File: src/rtl/imem_loader.sv
// Byte-stream loader for the instruction memory: packs big-endian bytes into
// 32-bit words, writes them at consecutive indices, and holds the CPU meanwhile.
module imem_loader #(
    parameter int DEPTH  = 32,
    parameter int ADDR_W = 5,
    parameter int CNT_W  = 6
) (
    input  logic              clk,
    input  logic              reset,
    input  logic              start,
    input  logic [CNT_W-1:0]  num_words,
    input  logic [7:0]        byte_in,
    input  logic              byte_valid,
    output logic              byte_ready,
    output logic              wr_en,
    output logic [ADDR_W-1:0] wr_addr,
    output logic [31:0]       wr_data,
    output logic              busy,
    output logic              done,
    output logic              error,
    output logic              cpu_hold
);

    typedef enum logic [1:0] {
        S_IDLE  = 2'd0,
        S_RECV  = 2'd1,
        S_WRITE = 2'd2,
        S_DONE  = 2'd3
    } state_t;

    state_t            state_q, state_d;
    logic [CNT_W-1:0]  num_q, num_d;
    logic [ADDR_W-1:0] word_idx_q, word_idx_d;
    logic [1:0]        byte_idx_q, byte_idx_d;
    logic [31:0]       word_buf_q, word_buf_d;

    logic              byte_ready_q, byte_ready_d;
    logic              wr_en_q, wr_en_d;
    logic [ADDR_W-1:0] wr_addr_q, wr_addr_d;
    logic [31:0]       wr_data_q, wr_data_d;
    logic              busy_q, busy_d;
    logic              done_q, done_d;
    logic              error_q, error_d;
    logic              cpu_hold_q, cpu_hold_d;

    logic              byte_accept;
    logic              last_word;

    // Handshake: a byte transfers on a rising edge where byte_valid and
    // byte_ready are both high; an unaccepted byte must be held by the source.
    assign byte_accept = (state_q == S_RECV) && byte_valid && byte_ready_q;
    assign last_word   = (CNT_W'(word_idx_q) == (num_q - CNT_W'(1)));

    always_comb begin
        state_d    = state_q;
        num_d      = num_q;
        word_idx_d = word_idx_q;
        byte_idx_d = byte_idx_q;
        word_buf_d = word_buf_q;
        wr_en_d    = 1'b0;
        wr_addr_d  = wr_addr_q;
        wr_data_d  = wr_data_q;
        error_d    = 1'b0;
        cpu_hold_d = cpu_hold_q;

        case (state_q)
            S_IDLE, S_DONE: begin
                if (start) begin
                    if (num_words == '0) begin
                        state_d    = S_DONE;
                        cpu_hold_d = 1'b0;
                    end else if (num_words > CNT_W'(DEPTH)) begin
                        error_d = 1'b1;
                    end else begin
                        state_d    = S_RECV;
                        num_d      = num_words;
                        word_idx_d = '0;
                        byte_idx_d = '0;
                        word_buf_d = '0;
                        cpu_hold_d = 1'b1;
                    end
                end
            end
            S_RECV: begin
                if (byte_accept) begin
                    case (byte_idx_q)
                        2'd0:    word_buf_d[31:24] = byte_in;
                        2'd1:    word_buf_d[23:16] = byte_in;
                        2'd2:    word_buf_d[15:8]  = byte_in;
                        default: word_buf_d[7:0]   = byte_in;
                    endcase
                    if (byte_idx_q == 2'd3) begin
                        // Last byte goes straight into the write register so
                        // the strobe lands in the very next cycle.
                        state_d    = S_WRITE;
                        wr_en_d    = 1'b1;
                        wr_addr_d  = word_idx_q;
                        wr_data_d  = {word_buf_q[31:8], byte_in};
                        byte_idx_d = '0;
                    end else begin
                        byte_idx_d = byte_idx_q + 2'd1;
                    end
                end
            end
            S_WRITE: begin
                if (last_word) begin
                    state_d    = S_DONE;
                    cpu_hold_d = 1'b0;
                end else begin
                    state_d    = S_RECV;
                    word_idx_d = word_idx_q + ADDR_W'(1);
                    byte_idx_d = '0;
                end
            end
            default: state_d = S_IDLE;
        endcase

        byte_ready_d = (state_d == S_RECV);
        busy_d       = (state_d == S_RECV) || (state_d == S_WRITE);
        done_d       = (state_d == S_DONE);
    end

    always_ff @(posedge clk) begin
        if (reset) begin
            state_q      <= S_IDLE;
            num_q        <= '0;
            word_idx_q   <= '0;
            byte_idx_q   <= '0;
            word_buf_q   <= '0;
            byte_ready_q <= 1'b0;
            wr_en_q      <= 1'b0;
            wr_addr_q    <= '0;
            wr_data_q    <= '0;
            busy_q       <= 1'b0;
            done_q       <= 1'b0;
            error_q      <= 1'b0;
            cpu_hold_q   <= 1'b1;
        end else begin
            state_q      <= state_d;
            num_q        <= num_d;
            word_idx_q   <= word_idx_d;
            byte_idx_q   <= byte_idx_d;
            word_buf_q   <= word_buf_d;
            byte_ready_q <= byte_ready_d;
            wr_en_q      <= wr_en_d;
            wr_addr_q    <= wr_addr_d;
            wr_data_q    <= wr_data_d;
            busy_q       <= busy_d;
            done_q       <= done_d;
            error_q      <= error_d;
            cpu_hold_q   <= cpu_hold_d;
        end
    end

    assign byte_ready = byte_ready_q;
    assign wr_en      = wr_en_q;
    assign wr_addr    = wr_addr_q;
    assign wr_data    = wr_data_q;
    assign busy       = busy_q;
    assign done       = done_q;
    assign error      = error_q;
    assign cpu_hold   = cpu_hold_q;

endmodule

File: config.mk
export PLATFORM = sky130hd
export DESIGN_NAME = imem_loader
export DESIGN_NICKNAME = d
export VERILOG_FILES = /design/src/rtl/imem_loader.sv
export SDC_FILE = /design/constraint.sdc
export NUM_CORES = 1
export LEC_CHECK = 0
export BUFFER_PORTS_ARGS = -buffer_cell sky130_fd_sc_hd__buf_2
export CAP_MARGIN = 20
export CORE_MARGIN = 3
export CORE_UTILIZATION = 28
export DETAILED_ROUTE_END_ITERATION = 10
export PLACE_DENSITY = 0.46
export RECOVER_POWER = 100
export SLEW_MARGIN = 20
export SYNTH_ARGS = -nofsm -noshare
export SYNTH_HDL_FRONTEND = slang
export SYNTH_SLANG_ARGS = --single-unit
File: constraint.sdc
create_clock -name clk -period 4.4 [get_ports clk]
set_clock_uncertainty 0.1 [all_clocks]
set_input_delay 0.22 -clock clk [delete_from_list [all_inputs] [get_ports clk]]
set_output_delay 0.22 -clock clk [all_outputs]
set_load 0.03 [all_outputs]
### Word level (Yosys, flattened, before mapping)

Index checks and enable logic that the tools add are counted.

| cells by class | value |
|---|---|
| $add $sub $neg | 3 |
| multiply operators | 0 |
| div/mod/pow operators | 0 |
| $lt $le $gt $ge | 1 |
| eq/ne operators | 20 |
| shift-type cells | 0 |
| multiplexer cells | 35 |
| bitwise gates (word level) | 6 |
| reductions and logical operators | 20 |

Operators with widths:

| cell | count |
|---|---|
| 2-to-1 mux 32 bit | 4 |
| case mux 32 bit (2 select lines) | 1 |
| 2-to-1 mux 8 bit | 4 |
| 2-to-1 mux 2 bit | 12 |
| 2-to-1 mux 5 bit | 4 |
| AND reduction 6 bit | 3 |
| equality test 2 bit (second input constant) | 6 |
| != test 2 bit (second input constant) | 6 |
| case mux 2 bit (3 select lines) | 2 |
| case mux 5 bit (2 select lines) | 1 |
| AND reduction 5 bit | 2 |
| AND reduction 4 bit | 2 |
| equality test 2 x 1 -> 1 bit (second input constant) | 3 |
| equality test 5 x 6 -> 1 bit | 1 |
| > comparator 6 bit (second input constant) | 1 |
| logical NOT 6 bit | 1 |
| 2-to-1 mux 1 bit | 6 |
| != test 2 x 1 -> 1 bit (second input constant) | 3 |
| inverter 1 bit | 6 |
| OR reduction 3 bit | 2 |
| subtractor 6 x 1 -> 6 bit (second input constant) | 1 |
| adder 5 x 1 -> 5 bit (second input constant) | 1 |
| logical NOT 2 bit | 2 |
| nonzero test 2 bit | 2 |
| 8 further kinds | 9 |

| storage, ports and cells | value |
|---|---|
| register bits | 82 |
| bits in latches | 0 |
| bits in writable memories | 0 |
| memory bits (read-only) | 0 |
| input bits | 18 |
| output and inout bits | 43 |
| logic and storage cells | 100 |
| memories kept | 0 |

### Logic depth before layout (Yosys ltp)

Gate-level depths: netlist of run 1.

| depth | value |
|---|---|
| depth after elaboration | 7 |
| depth in mapped cells | 9 |
| depth with buffers taken out | 9 |

### Worst setup path after synthesis of run 1

OpenSTA, ideal clock, no wires.

| path | value |
|---|---|
| kind | register to register |
| start | reg num_q[0] |
| end | reg busy_q, in the netlist busy |
| library setup time | 126 ps |
| arrival | 1999 ps |
| required time | 4174 ps |
| slack | 2175 ps |
| cell stages (with the launch flop) | 10 |
| path buffers | 0 |
| period minus slack after synthesis | 2225 ps |
| cells stage by stage | dfxtp_1 inv_1 ha_1 xnor2_1 a211oi_1 o31a_1 a31oi_2 a31o_2 ha_1 nor2_1 |

| between the ends | value |
|---|---|
| longest elaborated chain between the ends | 6 |
| elaborated cells on any way between the ends | 7 |
| those cells by class | add/sub: 1; eq/ne: 3; mux: 2; reduce/logical: 1 |

Ends and longest elaborated chain:

| what | line | RTL |
|---|---|---|
| from (decl) | 32 | `logic [CNT_W-1:0] num_q, num_d;` |
| from (signal assigned) | 140 | `num_q <= num_d;` |
| subtractor 6 x 1 -> 6 bit * | 52 | `assign last_word = (CNT_W'(word_idx_q) == (num_q - CNT_W'(1)));` |
| equality test 5 x 6 -> 1 bit * | 52 |  |
| 2-to-1 mux 2 bit * | 106 | `if (last_word) begin` |
| case mux 2 bit (3 select lines) * | 66 | `case (state_q)` |
| equality test 2 x 1 -> 1 bit / equality test 2 bit (equally long branches) | 119 | `busy_d = (state_d == S_RECV) \|\| (state_d == S_WRITE);` |
| logical OR 1 bit * | 119 |  |
| to (signal assigned) | 148 | `busy_q <= busy_d;` |
| to (decl) | 41 | `logic busy_q, busy_d;` |

Every way passes the cells marked *; elsewhere a longest branch is shown, timed or not.
A chain may end at the register's enable or synchronous reset.

### Final worst setup path of run 1

| path | value |
|---|---|
| start | reg state_q[1] |
| end | reg wr_addr_q[1], in the netlist wr_addr[1] |

| between the ends | value |
|---|---|
| longest elaborated chain between the ends | 4 |

Ends and longest elaborated chain:

| what | line | RTL |
|---|---|---|
| from (decl) | 31 | `state_t state_q, state_d;` |
| from (signal assigned) | 139 | `state_q <= state_d;` |
| equality test 2 x 1 -> 1 bit * | 51, 66 |  |
| logical AND 1 bit (2 in series) | 51 | `assign byte_accept = (state_q == S_RECV) && byte_valid && byte_ready_q;` |
| AND reduction 3 bit (no line) * | - |  |
| to (signal assigned) | 146 | `wr_addr_q <= wr_addr_d;` |
| to (decl) | 39 | `logic [ADDR_W-1:0] wr_addr_q, wr_addr_d;` |

Marked as above.

==> results.yml, run 1 <==
run_status:
  status: "finished with violations"
  violations: "max-capacitance violations, max-slew violations"
cells_and_area:
  drive_above_1_share_pct: 9.47
  diodes: 0
  syn_to_final_growth_pct: 20.1
  nNetsFinal: 478
  final_cells: 622
cts:
  path_clk_slew_ps: 60
  postCtsSetupBuffers: 0
  htreeDepth: 3
  clockBufferDepth: 2
  cts_made_buffers: 9
  ctsHoldBuffers: 0
  tritoncts: "built"
  ctsResizeCount: 0
  cts_root_buf: "clkbuf_16"
  cts_num_sinks: 82
  clkLatencyLatePin_ps: 340
power:
  ir_drop_uv: 167
  leakage_nw: 1.44
  powerDensity_nw_per_um2: 417
synthesis:
  syn_inst: 396
  synth_top_cell_by_area: "dfxtp_1"
  synth_fa_ha_area_share_pct: 3.61
  ys_warn_count: 0
  ys_seq_area_share_pct: 47.3
  synthTopCellsByCount: "nand2_1 (101), dfxtp_1 (82), a21oi_1 (47)"
  synth_simple_gate_area_share_pct: 20.2
  netlist.area_leader.share_pct: 47.3
  yosysMostFrequentCell: "nand2_1"
  synthXorXnorAreaFrac_pct: 1.01
  synth_edf_count: 0
  synth-seq-cells: 82
  syn-cell-area_um2: 3470
  synth_top_family_by_area: "compound AO/OA/AOI/OAI gates"
  synth.mux.area_fraction_pct: 2.92
  synthArstFlopShare_pct: 0
  synthesis.nets: 424
  synth-compound-area-share_pct: 21.5
  syn_area_per_cell_um2: 8.76
  yosys-top-cells-area: "dfxtp_1 (47%), nand2_1 (11%), a21oi_1 (6.8%), o2bb2ai_1 (5.3%), ha_1 (3.6%)"
  synth_cell_type_count: 56
  yosys_most_used_dff: "dfxtp_1"
route:
  met3_length_um: 416
  drt_wl_total_um: 9040
  drc_errors: 0
  postRouteAntennaNets: 0
  wl_per_cell_um: 14.5
  viasPerCell: 4.79
  wl_met1_um: 4580
  wl_met2_um: 3860
  dr.pass1.iters: 4
  first_iter_violations: 119
  vias: 2978
  dr.max_layer_used: "met4"
floorplanning:
  start_util_pct: 28.7
  placementRows: 40
  dieWidth_um: 117
  core-area_um2: 12100
  die_h_um: 117
  ios: 61
  die_area_um2: 13800
timing:
  finalHoldViolCount: 0
  setup_violations: 0
  rsz0062_at_grt: "no"
  fin_crit_ps: 2850
  worstMarginPinSlew_ps: 1630
  setup_tns_ps: 0
  timing.hold.ws_ps: 31.4
  fin_ws_ps: 1550
  fmaxAchievable_mhz: 351
  slew_violations: 38
  fin_crit_sh_pct: 64.8
  max_slew_margin_pct: -8.66
grt:
  grt_remaining_overflow: 0
  antenna_found_initial: 0
  grt_usage_pct: 13.7
  grt_pass1_vias: 2858
  grt_max_degree: 40
  grt_pass1_wl_um: 14700
setup_path:
  setup.worst_path.end_class: "register"
  path_cells: "inv_1 -> ha_1 -> and4_1 -> clkbuf_1 -> nand2_1 -> a21oi_1"
  crit_required_ps: 4570
  critical_path.top_delay_family: "buffers and inverters"
  rrSetupSlack_ps: 1550
  cp_max_fo: 37
  cpMaxStageDelayCell: "clkbuf_1"
  cp.arrival_ps: 3020
  cpPeakStageDelay_ps: 1190
  crit_buf_inv: 2
  critPathKind: "register to register"
  startpoint_type: "register"
place:
  numPortBuffers: 60
  place_congestion: 0.768
  placed_cells_incl_taps: 607
  place_hpwl_um: 6280
  post-place-ws_ps: 1810
flow_run:
  drv_cap: 1
min_path:
  hp-class: "primary input to register"
[per-stage QoR]
| step | total power [mW] | area [µm²] | utilization (%) |
|---|---|---|---|
| after detailed placement | 0.923 | 3920 | 32.5 |
| after CTS | 1.76 | 4240 | 35.2 |
| final | 1.74 | 4160 | 34.5 |
| after global routing | 1.81 | 4160 | 34.5 |
| after floorplan | 0.877 | 3470 | - |
| after global placement | 0.921 | 3920 | 32.5 |
[cell usage in the layout (no fill, tap or decap), types with 2 or more instances in the layout]
| cell | count |
|---|---|
| inv_6 | 3 |
| nand3_1 | 4 |
| buf_2 | 17 |
| o2111ai_1 | 2 |
| nand4_1 | 4 |
| xor2_1 | 2 |
| a2bb2o_1 | 3 |
| nand2_1 | 101 |
| o211ai_1 | 5 |
| nor2b_1 | 4 |
| inv_1 | 11 |
| a31oi_1 | 3 |
| bufinv_16 | 2 |
| clkbuf_16 | 9 |
| and2_1 | 2 |
| xnor2_1 | 2 |
| a21oi_1 | 47 |
| o311ai_0 | 2 |
| or4_1 | 2 |
| nor3_1 | 6 |
| o2bb2ai_1 | 21 |
| o31a_1 | 2 |
| dfxtp_1 | 82 |
| nor2_1 | 15 |
| o21ai_0 | 4 |
| nand2b_1 | 3 |
| nand4bb_1 | 2 |
| ha_1 | 10 |
| buf_4 | 2 |
| o31ai_1 | 2 |
| mux2i_1 | 9 |
| clkbuf_1 | 44 |
[metal layers]
metal	vias up	GRT usage [%]
met1	1401	19.6
met3	13	3.39
li1	1503	-
met4	0	5.66
met2	61	19.7
met5	-	0
[worst paths after layout]
path         startpoint          to  cells past startpoint
min reg2reg  wr_data[4]  wr_data[4]                      2
max reg2reg  state_q[1]  wr_addr[1]                      6
min          byte_in[1]  wr_data[1]                      3
max          state_q[1]  wr_addr[1]                      6
[worst min-delay path, delay by kind of cell]
family          cells  cell delay [ps]
simple gates        1               50
buf+inv             1              110
compound gates      1               50
[area by class of cell]
type                            instances  area (µm²)
Timing Repair Buffer                   63         265
Fill cell                            1292        7900
Multi-Input combinational cell        283        1680
Sequential cell                        82        1640
Tap cell                              168         210
Clock buffer                            9         225
Clock inverter                          6        97.6
Inverter                               11        41.3
[cells by family after synthesis]
| group | Yosys count |
|---|---|
| simple gates | 153 |
| compound gates | 106 |
| fa+ha+maj | 10 |
| xor+xnor | 4 |
| buf+inv | 31 |
| flops | 82 |
| mux | 10 |
[flip-flops by register name (all words and copies together) (netlist names)]
| name | flops |
|---|---|
| busy | 1 |
| byte_idx_q | 2 |
| byte_ready | 1 |
| cpu_hold | 1 |
| done | 1 |
| error | 1 |
| num_q | 6 |
| state_q | 2 |
| word_buf_q | 24 |
| word_idx_q | 5 |
| wr_addr | 5 |
| wr_data | 32 |
| wr_en | 1 |
[power by group]
part	total (mW)	switching, mW	leakage, nW	internal, mW
clock network	0.834	0.330	0.159	0.504
logic	0.141	0.0956	0.623	0.0453
registers	0.762	0.00938	0.662	0.752
total	1.74	0.435	1.44	1.30
No activity file was read; power rests on OpenSTA's default activity.
==> inputs of run 2 (changes only) <==
Settings changed: PLACE_DENSITY 0.46 to 0.47.
Clock period 4.4 ns to 2.5 ns, I/O delays scaled along.
==> run 2 against run 1 <==
Against the previous run: the run now ends clean; via count is 1.6% higher; die area stayed put; critical path depth rose by 3; wire length is 5.3% higher; final area is 3.6% higher; cell count up 2.7%; sequential power up 76%; largest cell class unchanged.
==> results.yml, run 2 (synthesis gave the netlist of run 1 again) <==
run_status:
  status: "completed"
place:
  numPortBuffers: 60
  placed_cells_incl_taps: 611
  place_hpwl_um: 6540
  place_congestion: 0.790
route:
  vias: 3026
  wl_per_cell_um: 14.9
  first_iter_violations: 156
  drt_wl_total_um: 9520
  drc_errors: 0
  viasPerCell: 4.74
  dr.pass1.iters: 4
  postRouteAntennaNets: 0
timing:
  fin_crit_sh_pct: 95.1
  rsz0062_at_grt: "no"
  slew_violations: 0
  max_slew_margin_pct: 45.8
  setup_tns_ps: 0
  setup_violations: 0
  finalHoldViolCount: 0
  fmaxAchievable_mhz: 421
  worstMarginPinSlew_ps: 813
  fin_crit_ps: 2380
floorplanning:
  core-area_um2: 12100
  placementRows: 40
  die_area_um2: 13800
  dieWidth_um: 117
  die_h_um: 117
  ios: 61
  start_util_pct: 28.7
power:
  intPower_mw: 2.22
  swShare_pct: 25.2
  clkPwrFrac_pct: 45.7
  ir_drop_uv: 303
  powerDensity_nw_per_um2: 689
  p_sw_mw: 0.749
  pwr-share-seq_pct: 45.1
  combPwrFrac_pct: 9.2
  leakage_nw: 1.50
cts:
  tritoncts: "built"
  clockBufferDepth: 2
  ctsResizeCount: 0
  cts_made_buffers: 9
  htreeDepth: 3
  cts_num_sinks: 82
  path_clk_slew_ps: 60
  postCtsSetupBuffers: 0
  clkLatencyLatePin_ps: 340
  cts_root_buf: "clkbuf_16"
setup_path:
  critical_path.top_delay_family: "simple AND/OR/NAND/NOR gates"
  startpoint_type: "primary input"
  cpPeakStageDelay_ps: 550
  cp.arrival_ps: 2490
  cp_max_fo: 5
  crit_required_ps: 2610
  crit_buf_inv: 2
  cpMaxStageDelayCell: "or4_4"
  setup.worst_path.end_class: "register"
  critPathKind: "primary input to register"
  path_cells: "dlygate4sd3_1 -> clkbuf_1 -> or3_1 -> or4_4 -> nand2_2 -> a31oi_2 -> a31o_2 -> ha_1 -> nor2_1"
cells_and_area:
  final_cells: 639
  largest_reg_flops: 32
  final_cell_mix: "nand2_1 (101), dfxtp_1 (82), a21oi_1 (47)"
  syn_to_final_growth_pct: 24.4
  drive_above_1_share_pct: 10.2
  diodes: 0
  layout_commonest_cell: "nand2_1"
  nNetsFinal: 495
grt:
  antenna_found_initial: 0
  grt_pass1_wl_um: 15000
  grt_usage_pct: 14.2
  grt_max_degree: 39
  grt_remaining_overflow: 0
  grt_pass1_vias: 2872
min_path:
  hp-class: "primary input to register"
flow_run:
  drv_cap: 0
-- run 2: changes by cell type in the layout (fill, tap and decap cells not counted), sizes merged --
| cell | previous run | this run |
|---|---|---|
| clkinv | 0 | 2 |
| buf | 19 | 20 |
| inv | 15 | 12 |
| clkbuf | 53 | 57 |
| dlygate4sd3 | 0 | 13 |
| clkinvlp | 0 | 1 |
| bufinv | 2 | 1 |
-- run 2: final cells by class --
| type | count | area (µm²) |
|---|---|---|
| flip-flops and latches | 82 | 1640 |
| inverters | 11 | 41.3 |
| multi-input cells | 283 | 1700 |
| well taps | 168 | 210 |
| fillers | 1283 | 7750 |
| clock buffers | 10 | 239 |
| repair buffers | 80 | 418 |
| clock inverters | 5 | 63.8 |
-- run 2: path summary, 6_finish.rpt --
kind / start / endpoint / slack (ps) / cells past startpoint
hold reg to reg: wr_data[27] / wr_data[27] / 350 / 2
setup / recovery: num_words[0] / busy / 120 / 9
hold / removal: num_words[5] / num_q[5] / 10 / 3
setup reg to reg: num_q[0] / busy / 130 / 9
-- run 2: through the flow --
step	total power, mW	hold slack (ps)	cell area (µm²)	worst slack (ps)	utilization (%)
4_1_cts	3.01	12.7	4380	143	36.3
5_1_grt	3.10	52.2	4310	2.33	35.8
2_1_floorplan	1.54	161	3470	275	-
3_3_place_gp	1.63	289	3950	222	32.8
6_report	2.97	14.9	4310	122	35.8
3_5_place_dp	1.63	290	3950	160	32.8
-- run 2: repair_timing --
item	CTS	global route
hold buffers	13	0
endpoints found under the setup margin	0	0
hold endpoints to repair	13	0
-- run 2: power groups by stage --
stage | Combinational (mW) | Clock [mW] | Sequential, mW
after floorplan | 0.163 | 0 | 1.38
after global placement | 0.259 | 0 | 1.37
after detailed placement | 0.261 | 0 | 1.37
after CTS | 0.279 | 1.39 | 1.34
after global routing | 0.303 | 1.46 | 1.34
final | 0.273 | 1.36 | 1.34
-- run 2: routing by layer --
layer	part of all wire [%]	global-route usage (%)	wire length, µm
met2	45	21.7	4310
met1	49	19.6	4670
met4	1.1	3.67	105
met3	4.5	4.22	432
met5	0	0	0
-- run 2: tightest hold or removal path: cells and delay by family --
| family | cells | cell delay [ps] |
|---|---|---|
| buffers and inverters | 1 | 150 |
| AOI/OAI and AO/OA | 2 | 140 |
